==> src/rtl/ibuf_offset_cal.sv <==
// Input-offset trim calibration sequencer for a differential I/O buffer.
// Optional feature macro: IBUF_CAL_TWO_PASS_EN (adds a centering down-sweep).
module ibuf_offset_cal #(
  parameter int SETTLE_CYCLES = 8,
  parameter int SAMPLES       = 16
) (
  input  logic       clk,
  input  logic       rst_n,
  input  logic       start,
  input  logic       ibuf_o,
  output logic [3:0] osc,
  output logic [1:0] osc_en,
  output logic       busy,
  output logic       done,
  output logic       err,
  output logic [3:0] cal_code
);

  localparam int CW = $clog2(SAMPLES) + 1;
  localparam int NW = $clog2(SAMPLES);
  localparam int SW = $clog2(SETTLE_CYCLES + 1);

  typedef enum logic [2:0] {IDLE, APPLY, SETTLE, SAMPLE, EVAL, FINISH} state_t;

  state_t          r_state;
  logic [3:0]      r_idx;
  logic [SW-1:0]   r_settle;
  logic [NW-1:0]   r_samp;
  logic [CW-1:0]   r_ones;
  logic [3:0]      r_osc;
  logic [1:0]      r_oscEn;
  logic            r_busy;
  logic            r_done;
  logic            r_err;
  logic [3:0]      r_calCode;
`ifdef IBUF_CAL_TWO_PASS_EN
  logic            r_down;
  logic [3:0]      r_edge;
  logic            w_nextDown;
  logic [4:0]      w_centerSum;
`endif

  logic            w_hit;
  logic            w_major;
  logic            w_finish;
  logic            w_ok;
  logic [3:0]      w_resIdx;
  logic [3:0]      w_nextIdx;
  logic [3:0]      w_resCode;

  // Step index 0..14 -> sign/magnitude trim, most negative first.
  function automatic logic [3:0] codeOf(input logic [3:0] i);
    if (i < 4'd7)       codeOf = {1'b0, 3'(4'd7 - i)};
    else if (i == 4'd7) codeOf = 4'b0000;
    else                codeOf = {1'b1, 3'(i - 4'd7)};
  endfunction

  assign w_hit   = (ibuf_o === 1'b1);
  assign w_major = (r_ones > CW'(SAMPLES / 2));

  always_comb begin
    w_finish  = 1'b0;
    w_ok      = 1'b0;
    w_resIdx  = 4'd0;
    w_nextIdx = r_idx;
`ifdef IBUF_CAL_TWO_PASS_EN
    w_nextDown  = r_down;
    w_centerSum = ({1'b0, r_edge} + {1'b0, r_idx} + 5'd1) >> 1;
    if (!r_down) begin
      if (w_major) begin
        if (r_idx == 4'd0) begin
          w_finish = 1'b1;
        end else begin
          w_nextDown = 1'b1;
          w_nextIdx  = 4'd14;
        end
      end else if (r_idx == 4'd14) begin
        w_finish = 1'b1;
      end else begin
        w_nextIdx = r_idx + 4'd1;
      end
    end else begin
      if (!w_major) begin
        w_finish = 1'b1;
        if (r_idx < r_edge) begin
          w_ok     = 1'b1;
          w_resIdx = w_centerSum[3:0];
        end
      end else if (r_idx == 4'd0) begin
        w_finish = 1'b1;
      end else begin
        w_nextIdx = r_idx - 4'd1;
      end
    end
`else
    if (w_major) begin
      w_finish = 1'b1;
      w_ok     = (r_idx != 4'd0);
      w_resIdx = r_idx;
    end else if (r_idx == 4'd14) begin
      w_finish = 1'b1;
    end else begin
      w_nextIdx = r_idx + 4'd1;
    end
`endif
    w_resCode = w_ok ? codeOf(w_resIdx) : 4'b0000;
  end

  // Outputs are loaded on state entry so they are valid in the state's first cycle.
  always_ff @(posedge clk) begin
    if (!rst_n) begin
      r_state   <= IDLE;
      r_idx     <= 4'd0;
      r_settle  <= '0;
      r_samp    <= '0;
      r_ones    <= '0;
      r_osc     <= 4'b0000;
      r_oscEn   <= 2'b00;
      r_busy    <= 1'b0;
      r_done    <= 1'b0;
      r_err     <= 1'b0;
      r_calCode <= 4'b0000;
`ifdef IBUF_CAL_TWO_PASS_EN
      r_down    <= 1'b0;
      r_edge    <= 4'd0;
`endif
    end else begin
      case (r_state)
        IDLE: begin
          r_done <= 1'b0;
          if (start) begin
            r_state <= APPLY;
            r_idx   <= 4'd0;
            r_err   <= 1'b0;
            r_busy  <= 1'b1;
            r_osc   <= codeOf(4'd0);
            r_oscEn <= 2'b11;
`ifdef IBUF_CAL_TWO_PASS_EN
            r_down  <= 1'b0;
`endif
          end
        end
        APPLY: begin
          r_settle <= SW'(SETTLE_CYCLES - 1);
          r_state  <= SETTLE;
        end
        SETTLE: begin
          if (r_settle == '0) begin
            r_state <= SAMPLE;
            r_samp  <= NW'(SAMPLES - 1);
            r_ones  <= '0;
          end else begin
            r_settle <= r_settle - 1'b1;
          end
        end
        SAMPLE: begin
          r_ones <= r_ones + CW'(w_hit);
          if (r_samp == '0) r_state <= EVAL;
          else              r_samp  <= r_samp - 1'b1;
        end
        EVAL: begin
          if (w_finish) begin
            r_state   <= FINISH;
            r_calCode <= w_resCode;
            r_err     <= ~w_ok;
            r_osc     <= w_resCode;
            r_oscEn   <= 2'b00;
            r_busy    <= 1'b0;
            r_done    <= 1'b1;
          end else begin
            r_state <= APPLY;
            r_idx   <= w_nextIdx;
            r_osc   <= codeOf(w_nextIdx);
`ifdef IBUF_CAL_TWO_PASS_EN
            if (!r_down && w_nextDown) r_edge <= r_idx;
            r_down <= w_nextDown;
`endif
          end
        end
        FINISH: begin
          r_done  <= 1'b0;
          r_state <= IDLE;
        end
        default: r_state <= IDLE;
      endcase
    end
  end

  assign osc      = r_osc;
  assign osc_en   = r_oscEn;
  assign busy     = r_busy;
  assign done     = r_done;
  assign err      = r_err;
  assign cal_code = r_calCode;

endmodule

==> config.mk <==
export PLATFORM = sky130hd
export DESIGN_NAME = ibuf_offset_cal
export DESIGN_NICKNAME = d
export VERILOG_FILES = /design/src/rtl/ibuf_offset_cal.sv
export SDC_FILE = /design/constraint.sdc
export NUM_CORES = 1
export LEC_CHECK = 0
export BUFFER_PORTS_ARGS = -buffer_cell sky130_fd_sc_hd__buf_4
export CORE_AREA = 2 2 68 70
export DETAILED_ROUTE_END_ITERATION = 8
export DIE_AREA = 0 0 70 72
export PLACE_DENSITY = 0.71
export SLEW_MARGIN = 5
export SYNTH_ARGS = -nofsm -noshare
export SYNTH_HDL_FRONTEND = slang
export SYNTH_SLANG_ARGS = --single-unit
==> constraint.sdc <==
create_clock -name clk -period 2 [get_ports clk]
set_input_delay 0 -clock clk [delete_from_list [all_inputs] [get_ports clk]]
set_output_delay 0 -clock clk [all_outputs]
set_load 0.005 [all_outputs]
# Word-level counts from Yosys, hierarchy flattened
# Index checks and enable logic that the tools add are counted.
dict set report word_totals {
  regBits 33
  inputBits 4
  out_inout_bits 13
  elab_cells 97
}
dict set report classes {
  n_addsub 8
  n_lt_le_gt_ge 3
  eq_ne 16
  mux 40
  n_bitwise 1
  n_reduce_logical 18
}
# op count
set ops {}
lappend ops {{2-to-1 mux 4 bit} 15}
lappend ops {{case mux 4 bit (2 select lines)} 4}
lappend ops {{case mux 3 bit (5 select lines)} 1}
lappend ops {{!= test 2 bit, second input constant} 7}
lappend ops {{2-to-1 mux 3 bit} 4}
lappend ops {{AND reduction 3 bit} 4}
lappend ops {{case mux 5 bit (2 select lines)} 1}
lappend ops {{AND reduction 2 bit} 5}
lappend ops {{equality test 4 x 3 -> 1 bit, second input constant} 2}
lappend ops {{zero test 4 bit} 2}
lappend ops {{< comparator 4 x 3 -> 1 bit, second input constant} 2}
lappend ops {{2-to-1 mux 1 bit} 8}
lappend ops {{nonzero test 2 bit} 4}
lappend ops {{subtractor 4 x 1 -> 4 bit, second input constant} 2}
lappend ops {{equality test 3 x 2 -> 1 bit, second input constant} 2}
lappend ops {{equality test 3 bit, second input constant} 2}
lappend ops {{case mux 1 bit (2 select lines)} 3}
lappend ops {{subtractor 3 bit, first input constant} 2}
lappend ops {{subtractor 3 bit, second input constant} 2}
lappend ops {{adder 5 x 1 -> 5 bit} 1}
lappend ops {{> comparator 5 x 4 -> 1 bit, second input constant} 1}
lappend ops {{2-to-1 mux 5 bit} 1}
lappend ops {{adder 4 x 1 -> 4 bit, second input constant} 1}
lappend ops {{equality test 4 bit, second input constant} 1}
lappend ops {{8 further kinds} 9}

# Logic depth before layout (Yosys ltp)
# Gate-level depths: netlist of run 1.
dict set report depth {
  depth_word 8
  depth_mapped 10
  ltp_nobuf 10
}

# Least setup slack after synthesis of run 1
# Ideal clock, no wire load.
dict set report synth_timing {
  kind {reg2reg}
  from {reg r_idx[0]}
  to {reg r_osc[1] (netlist: osc[1])}
  setup_time_ps 126
  arrival_ps 2010
  required_time_ps 1874
  setup_slack_ps -135
  stages_incl_launch_ff 11
  path_buffers 0
  period_less_slack_ps 2135
  cell_sequence {dfxtp_1 inv_1 ha_1 and3_1 nor3_2 xnor2_1 ha_1 o41ai_1 o22ai_1 mux2i_1 o21ai_0}
}
dict set report synth_via {
  elab_chain_cells 8
  word_cells_on_any_way 24
  classes_between {add/sub (5); order compare (2); eq/ne (3); mux (13); reduce/logical (1)}
}
# element line_no
set synth_rtl {}
lappend synth_rtl {{from (decl)} 26} ;# logic [3:0] r_idx;
lappend synth_rtl {{from (signal assigned)} 172} ;# r_idx <= w_nextIdx;
lappend synth_rtl {{adder 4 x 1 -> 4 bit / equality test 4 bit (equally long branches)} {103, 100}}
lappend synth_rtl {{2-to-1 mux 4 bit} 100} ;# end else if (r_idx == 4'd14) begin
lappend synth_rtl {{2-to-1 mux 4 bit} 96} ;# if (w_major) begin
lappend synth_rtl {{subtractor 3 bit / equality test 4 x 3 -> 1 bit (equally long branches)} {55, 54}}
lappend synth_rtl {{2-to-1 mux 4 bit} 54} ;# else if (i == 4'd7) codeOf = 4'b0000;
lappend synth_rtl {{2-to-1 mux 4 bit} 53} ;# if (i < 4'd7) codeOf = {1'b0, 3'(4'd7 - i)};
lappend synth_rtl {{2-to-1 mux 4 bit *} 162} ;# if (w_finish) begin
lappend synth_rtl {{case mux 4 bit (2 select lines) *} 128} ;# case (r_state)
lappend synth_rtl {{to (signal assigned)} 136} ;# r_osc <= codeOf(4'd0);
lappend synth_rtl {{to (signal assigned)} 166} ;# r_osc <= w_resCode;
lappend synth_rtl {{to (signal assigned)} 173} ;# r_osc <= codeOf(w_nextIdx);
lappend synth_rtl {{to (decl)} 30} ;# logic [3:0] r_osc;
# Mark *: on every way between the ends. The rest lies on a longest branch, timed or not.
# A chain may end at the register's enable or synchronous reset.

# Final worst setup path of run 1
dict set report layout_timing {
  from {reg r_ones[2]}
  to {reg r_osc[2] (netlist: osc[2])}
}
dict set report layout_via {
  elab_chain_cells 8
  word_cells_on_any_way 20
  classes_between {add/sub (4); order compare (3); eq/ne (2); mux (11)}
}
# element line_no
set layout_rtl {}
lappend layout_rtl {{from (decl)} 29} ;# logic [CW-1:0] r_ones;
lappend layout_rtl {{from (signal assigned)} 157} ;# r_ones <= r_ones + CW'(w_hit);
lappend layout_rtl {{> comparator 5 x 4 -> 1 bit *} 59} ;# assign w_major = (r_ones > CW'(SAMPLES / 2));
lappend layout_rtl {{2-to-1 mux 4 bit} 96}
lappend layout_rtl {{subtractor 3 bit / equality test 4 x 3 -> 1 bit (equally long branches)} {55, 54}}
lappend layout_rtl {{2-to-1 mux 4 bit} 54}
lappend layout_rtl {{2-to-1 mux 4 bit} 53}
lappend layout_rtl {{2-to-1 mux 4 bit} 106} ;# w_resCode = w_ok ? codeOf(w_resIdx) : 4'b0000;
lappend layout_rtl {{2-to-1 mux 4 bit *} 162}
lappend layout_rtl {{case mux 4 bit (2 select lines) *} 128}
# Marks and branches as above.

==> key figures, run 1 <==
Route
  • DR vias/cell: between 5 and 6
  • 1st-pass router iterations: 4
  • Drt total wl: roughly 4.1 mm
  • DRC: 0
  • DRT iter0 DRCs: between 80 and 90
  • Wire per inst: 13.2 microns
  • Antenna viol nets, final: 0
  • Total number of vias: between 1,500 and 2,000

Clock tree
  • TritonCTS clock tree: done
  • Root Buffer: clkbuf_8
  • Clk pin slew, worst setup/hold paths: approximately 70 ps
  • CTS Sinks: 31
  • Clock buffer depth: 2
  • H-tree depth: 2
  • Worst-skew pair later-pin latency: around 290 ps
  • TritonCTS Buffers: 5

Critical path
  • CP required: approximately 2200 ps
  • CP max-delay cell: o31a_4
  • CP endpoint kind: register
  • Worst endpoint data arrival time: about 2200 ps
  • Critical path's largest stage delay: between 300 and 400 ps
  • Worst-path cell chain: o31a_4 -> nor2_4 -> mux2i_1 -> inv_1 -> ha_2 -> buf_4 -> nor3_4 -> nand4bb_1 -> nand3_1
  • Buf/Inv on CP: 2
  • Worst Path Max Fanout: 5
  • Cell family with most CP delay: simple AND/OR/NAND/NOR gates
  • CP Launch Type: register
  • Critical path type: register to register

GRT
  • Vias in the first global route: 1,534
  • Met1 usage: a little over a fifth
  • Most Used Layer, Global Route: met2
  • Initial antenna violation count: 0
  • Total gr overflow: 0
  • GRT met3 Usage: 4.72%
  • Largest net degree at the start of global routing: 34
  • First-pass GRT wire length: between 6 and 7 mm
  • Grt met2 use: approximately 28%
  • Gr usage total: ~17%

Final layout
  • Layout Cells excl Fill: 310
  • Synthesis-to-finish area growth: 22.3%
  • Layout cell share with drive strength beyond 1: a little under a quarter
  • Final net count: 270
  • Fillers: around 400
  • ANT cells: 0

STA
  • Max Clock Freq: 493 MHz
  • RSZ-0062 raised after global routing: true
  • Final number of max-transition violations: 0
  • Setup violators final: 1
  • Period utilisation layout: 101%
  • Least-Margin Pin Slew: roughly 480 ps
  • Clk_skew: ~8.5 ps
  • Hold Fails Final Rpt: 0
  • Hold_ws: ~88 ps
  • Slew HR: 67.8%
  • Worst Slack Setup Final: -27.2 ps
  • Min Tclk post-route: between 2000 and 2500 ps

Yosys
  • Syn_nets: 237
  • Post-synth top area share: about a third
  • Number of synthesized flops with an enable pin: 0
  • Most frequent cell after synthesis: dfxtp_1
  • Yosys cell types: 53
  • Post-synth ARST share: 0%
  • Mapped Cells: 224
  • Yosys warnings: 0
  • Top cells by count, synth: dfxtp_1 (31), a21oi_1 (22), nand2_1 (17), nor2_1 (17), nor2b_1 (14)
  • Area of the mapped netlist: 0.00185 sq mm
  • Area contributors post-synth: dfxtp_1 (34%), ha_1 (6.1%), a21oi_1 (5.9%)
  • Synth area leader: dfxtp_1
  • Syn avg cell area: 8.26 sq um
  • Flops & latches, synth: 31
  • Sequential area share after synthesis: around 34%
  • Main synth FF type: dfxtp_1

Placed design
  • Place WS: -29.1 ps
  • Post-detail-place hpwl: 2.90 mm
  • Gpl congestion: between 0.8 and 0.9
  • Buffers on Ports: 16
  • Placed insts: roughly 300

Die
  • CORE AREA: ~0.0043 sq mm
  • Die Width: ~70 microns
  • Die height: between 70 and 80 microns
  • Initial Util: a little over two fifths
  • Row cnt: 24
  • Top Ports: 17
  • Die ar.: about 0.0050 sq mm

Run status
  • Failing checks: negative setup slack
  • Outcome: finished with violations

Power and ir drop
  • P per Cell Area: ~750 mW/mm^2
  • Peak VDD IR: around 0.33 mV
  • LEAKAGE: 0.921 nW
  • Total Power: around 0.0017 W

Hold path
  • Min-Delay Path Class: primary input to register

Flow run
  • Max Cap Violations: 0
cell families after synthesis:
| group | share of synthesized area [%] |
|---|---|
| AND/OR/NAND/NOR | 24.8 |
| multiplexers | 3.25 |
| adder cells (fa/ha/maj) | 6.09 |
| AO/OA/AOI/OAI | 24.1 |
| flip-flops | 33.5 |
| XOR/XNOR | 2.37 |
| buffers and inverters | 5.81 |
metrics by stage:
stage / setup TNS (ps) / instance area [sq um] / utilization [%]
finish: -27.2 / 2260 / 53.1
global route: -163 / 2260 / 53.1
CTS: 0 / 2210 / 51.8
detailed placement: -32.2 / 2100 / 49.3
global placement: -10.6 / 2100 / 49.3
floorplan: -31.8 / 1860 / -
placed cells by master (no fill, tap or decap), types with 5 or more instances in the layout:
| cell | instances |
|---|---|
| a21oi_1 | 22 |
| o21a_1 | 5 |
| nor3_1 | 8 |
| inv_1 | 8 |
| a31oi_1 | 5 |
| dfxtp_1 | 28 |
| mux2i_1 | 6 |
| nor2b_1 | 14 |
| nand2_1 | 17 |
| nor2_1 | 17 |
| buf_4 | 38 |
| clkbuf_8 | 7 |
| o21ai_0 | 9 |
| ha_1 | 7 |
registers in the layout, indices dropped and copies added, names as in the netlist:
name,cells
cal_code,4
r_ones,5
r_settle,4
osc,4
r_state,3
r_samp,4
done,1
r_idx,4
osc_en,1
err,1
tightest hold or removal path: stages:
cell     delay [ps]
buf_4           210
nand2_1          90
nor2_1           30
layout make-up:
type	count	area [sq um]	area share (%)
timing repair buffer	38	285	12.6
multi-input combinational	172	1150	51.0
sequential	31	624	27.6
inverter	9	33.8	1.49
clock buffer	8	100	4.42
tap	52	65.1	2.87
final timing paths:
path | from | endpoint | slack [ps] | cells after the start
max | r_ones[2] | osc[2] | -30 | 9
min | rst_n | r_samp[0] | 90 | 3
max reg2reg | r_ones[2] | osc[2] | -30 | 9
min reg2reg | cal_code[3] | cal_code[3] | 470 | 2
metal layers:
layer	part of all wire [%]	vias up	wire length, microns
met1	48	756	1950
met3	4.1	8	167
met2	47	39	1920
met5	0	-	0
li1	-	873	-
met4	1.3	0	55
power by group:
group          total (W)  internal (W)  leakage [nW]  switching [W]
Clock           0.000553      0.000314        0.0515       0.000239
Sequential      0.000757      0.000677         0.254      0.0000796
Combinational   0.000394      0.000192         0.616       0.000202
Total            0.00170       0.00118         0.921       0.000521
what timing repair did:
action,4_1_cts,5_1_grt
hold buffers,0,0
gates resized for setup,2,7
setup endpoints to repair,2,3
endpoints found under the hold margin,0,0
pin swaps,2,8
buffers inserted,0,5
No activity file was read; power rests on OpenSTA's default activity.
==> run 2: changes to the inputs <==
- CORE_AREA: 2 2 68 70 -> 2 2 78 61
- DIE_AREA: 0 0 70 72 -> 0 0 80 63
- PLACE_DENSITY: 0.71 -> 0.72
==> run 2 against run 1 <==
The flow now finishes without violations. Register-to-register slack better by 80 ps. Worst hold slack gained 5.8 ps. Critical path depth is the same. Maximum frequency grew 4.1%. Sequential power decreased by 0.5%. Highest routed layer unchanged. Die area stayed put. Worst setup slack better by 80 ps. Largest cell class unchanged. Combinational power increased by 2%. Critical endpoint is now osc[1]. Global-route usage is 2.8 points higher.
==> key figures, run 2 (synthesis results as in run 1) <==
GRT
  • Gr usage total: 19.8% (+2.8 points)
  • Initial antenna violation count: 0 (unchanged)
  • Total gr overflow: 0 (unchanged)
  • Largest net degree at the start of global routing: 34 (unchanged)
  • Vias in the first global route: 1,608 (+4.8%)
  • First-pass GRT wire length: 7.72 mm (+12%)

Die
  • Die ar.: 0.00504 sq mm (unchanged)
  • Top Ports: 17 (unchanged)
  • Die Width: 80 microns (+14%)
  • Die height: 63 microns (-13%)
  • Initial Util: 42.9% (-0.45 points)
  • Row cnt: 21 (-13%)
  • CORE AREA: 0.00431 sq mm (+1.1%)

STA
  • Worst Slack Setup Final: 52.7 ps (+79.9 ps)
  • Slew HR: 68.3% (+0.49 points)
  • Setup violators final: 0 (-1)
  • Max Clock Freq: 514 MHz (+4.1%)
  • Least-Margin Pin Slew: 475 ps (-7.30 ps)
  • Setup tns final: 0 ps (+27.2 ps)
  • Hold Fails Final Rpt: 0 (unchanged)
  • Min Tclk post-route: 1950 ps (-79.9 ps)
  • Final number of max-transition violations: 0 (unchanged)
  • Clk_skew: 2.30 ps (-6.20 ps)
  • Period utilisation layout: 97.4% (-4.0 points)
  • RSZ-0062 raised after global routing: true

Route
  • M1 wire length: 2.17 mm (+11%)
  • Drt total wl: 4.43 mm (+8.1%)
  • Wire per inst: 14.0 microns (+5.7%)
  • 1st-pass router iterations: 4 (unchanged)
  • Met3 WL: 293 microns (+75%)
  • DRC: 0 (unchanged)
  • DR vias/cell: 5.60 (+3.6%)
  • Total number of vias: 1,776 (+6.0%)
  • Antenna viol nets, final: 0 (unchanged)
  • DRT iter0 DRCs: 125 (+40%)
  • DR top layer: met4
  • Routed met2 length: 1.90 mm (-1.3%)

Clock tree
  • CTS Hold Bufs: 0 (unchanged)
  • Clock buffer depth: 2 (unchanged)
  • Clk pin slew, worst setup/hold paths: 60 ps (about the same)
  • Root Buffer: clkbuf_8
  • TritonCTS Buffers: 5 (unchanged)
  • Worst-skew pair later-pin latency: 290 ps (about the same)
  • CTS Sinks: 31 (unchanged)
  • TritonCTS clock tree: done
  • H-tree depth: 2 (unchanged)

Power and ir drop
  • P per Cell Area: 712 mW/mm^2 (-5.4%)
  • LEAKAGE: 0.926 nW (+0.47%)
  • Combinational share of power: 24.6% (+1.5 points)
  • Peak VDD IR: 0.593 mV (+81%)
  • Register share of total power: 46.0% (+1.6 points)
  • Int Pwr: 0.00112 W (-5.7%)
  • Clock network power share: 29.3% (-3.2 points)
  • Sw Ratio: 31.8% (+1.2 points)
  • Switching power total: 0.000519 W (-0.34%)

Final layout
  • Commonest non-fill, non-tap cell in the layout: buf_4
  • ANT cells: 0 (unchanged)
  • Number of flip-flops in the largest register: 5 (unchanged)
  • Most flops, register: r_ones
  • Final net count: 272 (+0.74%)
  • Final instance area: 0.00230 sq mm (+1.4%)
  • Layout cell share with drive strength beyond 1: 26.2% (+2.5 points)
  • Most frequent cells in the layout: buf_4 (40), dfxtp_1 (29), a21oi_1 (21), nor2_1 (17), nand2_1 (17)
  • Synthesis-to-finish area growth: 24.1%

Critical path
  • Critical path type: register to register
  • CP max-delay cell: o31a_4
  • Worst Path Max Fanout: 5 (unchanged)
  • CP Launch Type: register
  • Worst-path cell chain: o31a_4 -> nor2_4 -> mux2i_2 -> inv_1 -> ha_2 -> o41ai_2 -> o22ai_1 -> mux2i_1 -> o21ai_1
  • Buf/Inv on CP: 1 (-1)
  • CP required: 2180 ps (about the same)
  • CP endpoint kind: register
  • Worst endpoint data arrival time: 2120 ps (-80 ps)
  • Cell family with most CP delay: compound AO/OA/AOI/OAI gates
  • Critical path's largest stage delay: 380 ps (about the same)

Placed design
  • Gpl congestion: 0.846 (-6.0%)
  • Place WS: 22.2 ps (+51.3 ps)
  • Placed Area: 0.00212 sq mm (+1.0%)
  • Buffers on Ports: 16 (unchanged)
  • Post-detail-place hpwl: 3.09 mm (+6.6%)

Hold path
  • Min-Delay Path Class: primary input to register

Flow run
  • Max Cap Violations: 0 (unchanged)

Run status
  • Outcome: complete, no violations
## run 2: cell count changes in the layout (fill, tap and decap cells not counted), sizes merged
cell and delta:
buf +2, clkbuf -1, clkinv +1
## run 2: area by class of cell
cell class                 instances  area, sq um
timing repair buffer              40          300
sequential                        31          623
inverter                           9         33.8
clock buffer                       7         76.3
multi-input combinational        172         1190
tap                               57         71.3
fill                             403         2010
clock inverter                     1         5.00
## run 2: layer usage
metal  vias to the layer above  track usage (%)
li1                        879                -
met1                       835             27.7
met2                        55             28.4
met3                         7             5.78
met4                         0             7.42
met5                         -                0
## run 2: worst reg2reg max path, delay by kind of cell (launching register included)
| kind | cells | cell delay, ps |
|---|---|---|
| flip-flops | 1 | 320 |
| buffers and inverters | 1 | 70 |
| adder cells (fa/ha/maj) | 1 | 210 |
| multiplexers | 2 | 420 |
| AND/OR/NAND/NOR | 1 | 180 |
| AO/OA/AOI/OAI | 4 | 640 |
## run 2: power groups by stage
| stage | combinational, W | sequential, W | clock, W |
|---|---|---|---|
| global placement | 0.000391 | 0.000764 | 0 |
| detailed placement | 0.000400 | 0.000765 | 0 |
| CTS | 0.000401 | 0.000752 | 0.000493 |
| global route | 0.000474 | 0.000765 | 0.000517 |
| finish | 0.000403 | 0.000753 | 0.000479 |
| floorplan | 0.000322 | 0.000738 | 0 |
## run 2: path summary, 6_finish.rpt
| check | startpoint | endpoint | slack, ps | cells past startpoint |
|---|---|---|---|---|
| worst max-delay path | r_ones[2] | osc[1] | 50 | 9 |
| worst min-delay path | rst_n | r_state[2] | 90 | 3 |
| worst max register to register | r_ones[2] | osc[1] | 50 | 9 |
| worst min register to register | cal_code[3] | cal_code[3] | 480 | 2 |
## run 2: per-stage QoR
stage	util (%)	power, W	hold slack (ps)	instances
global placement	49.3	0.00116	393	304
finish	53.3	0.00163	94.2	317
global route	53.3	0.00176	102	317
detailed placement	49.3	0.00116	397	304
floorplan	-	0.00106	183	224
CTS	51.3	0.00165	86.3	312
## run 2: timing repair
action                                 in CTS  in global routing
setup endpoints to repair                   1                  3
gates resized for setup                     3                 13
endpoints found under the hold margin       0                  0
pin swaps                                   3                  8
buffers inserted                            0                  5
gates cloned                                0                  0
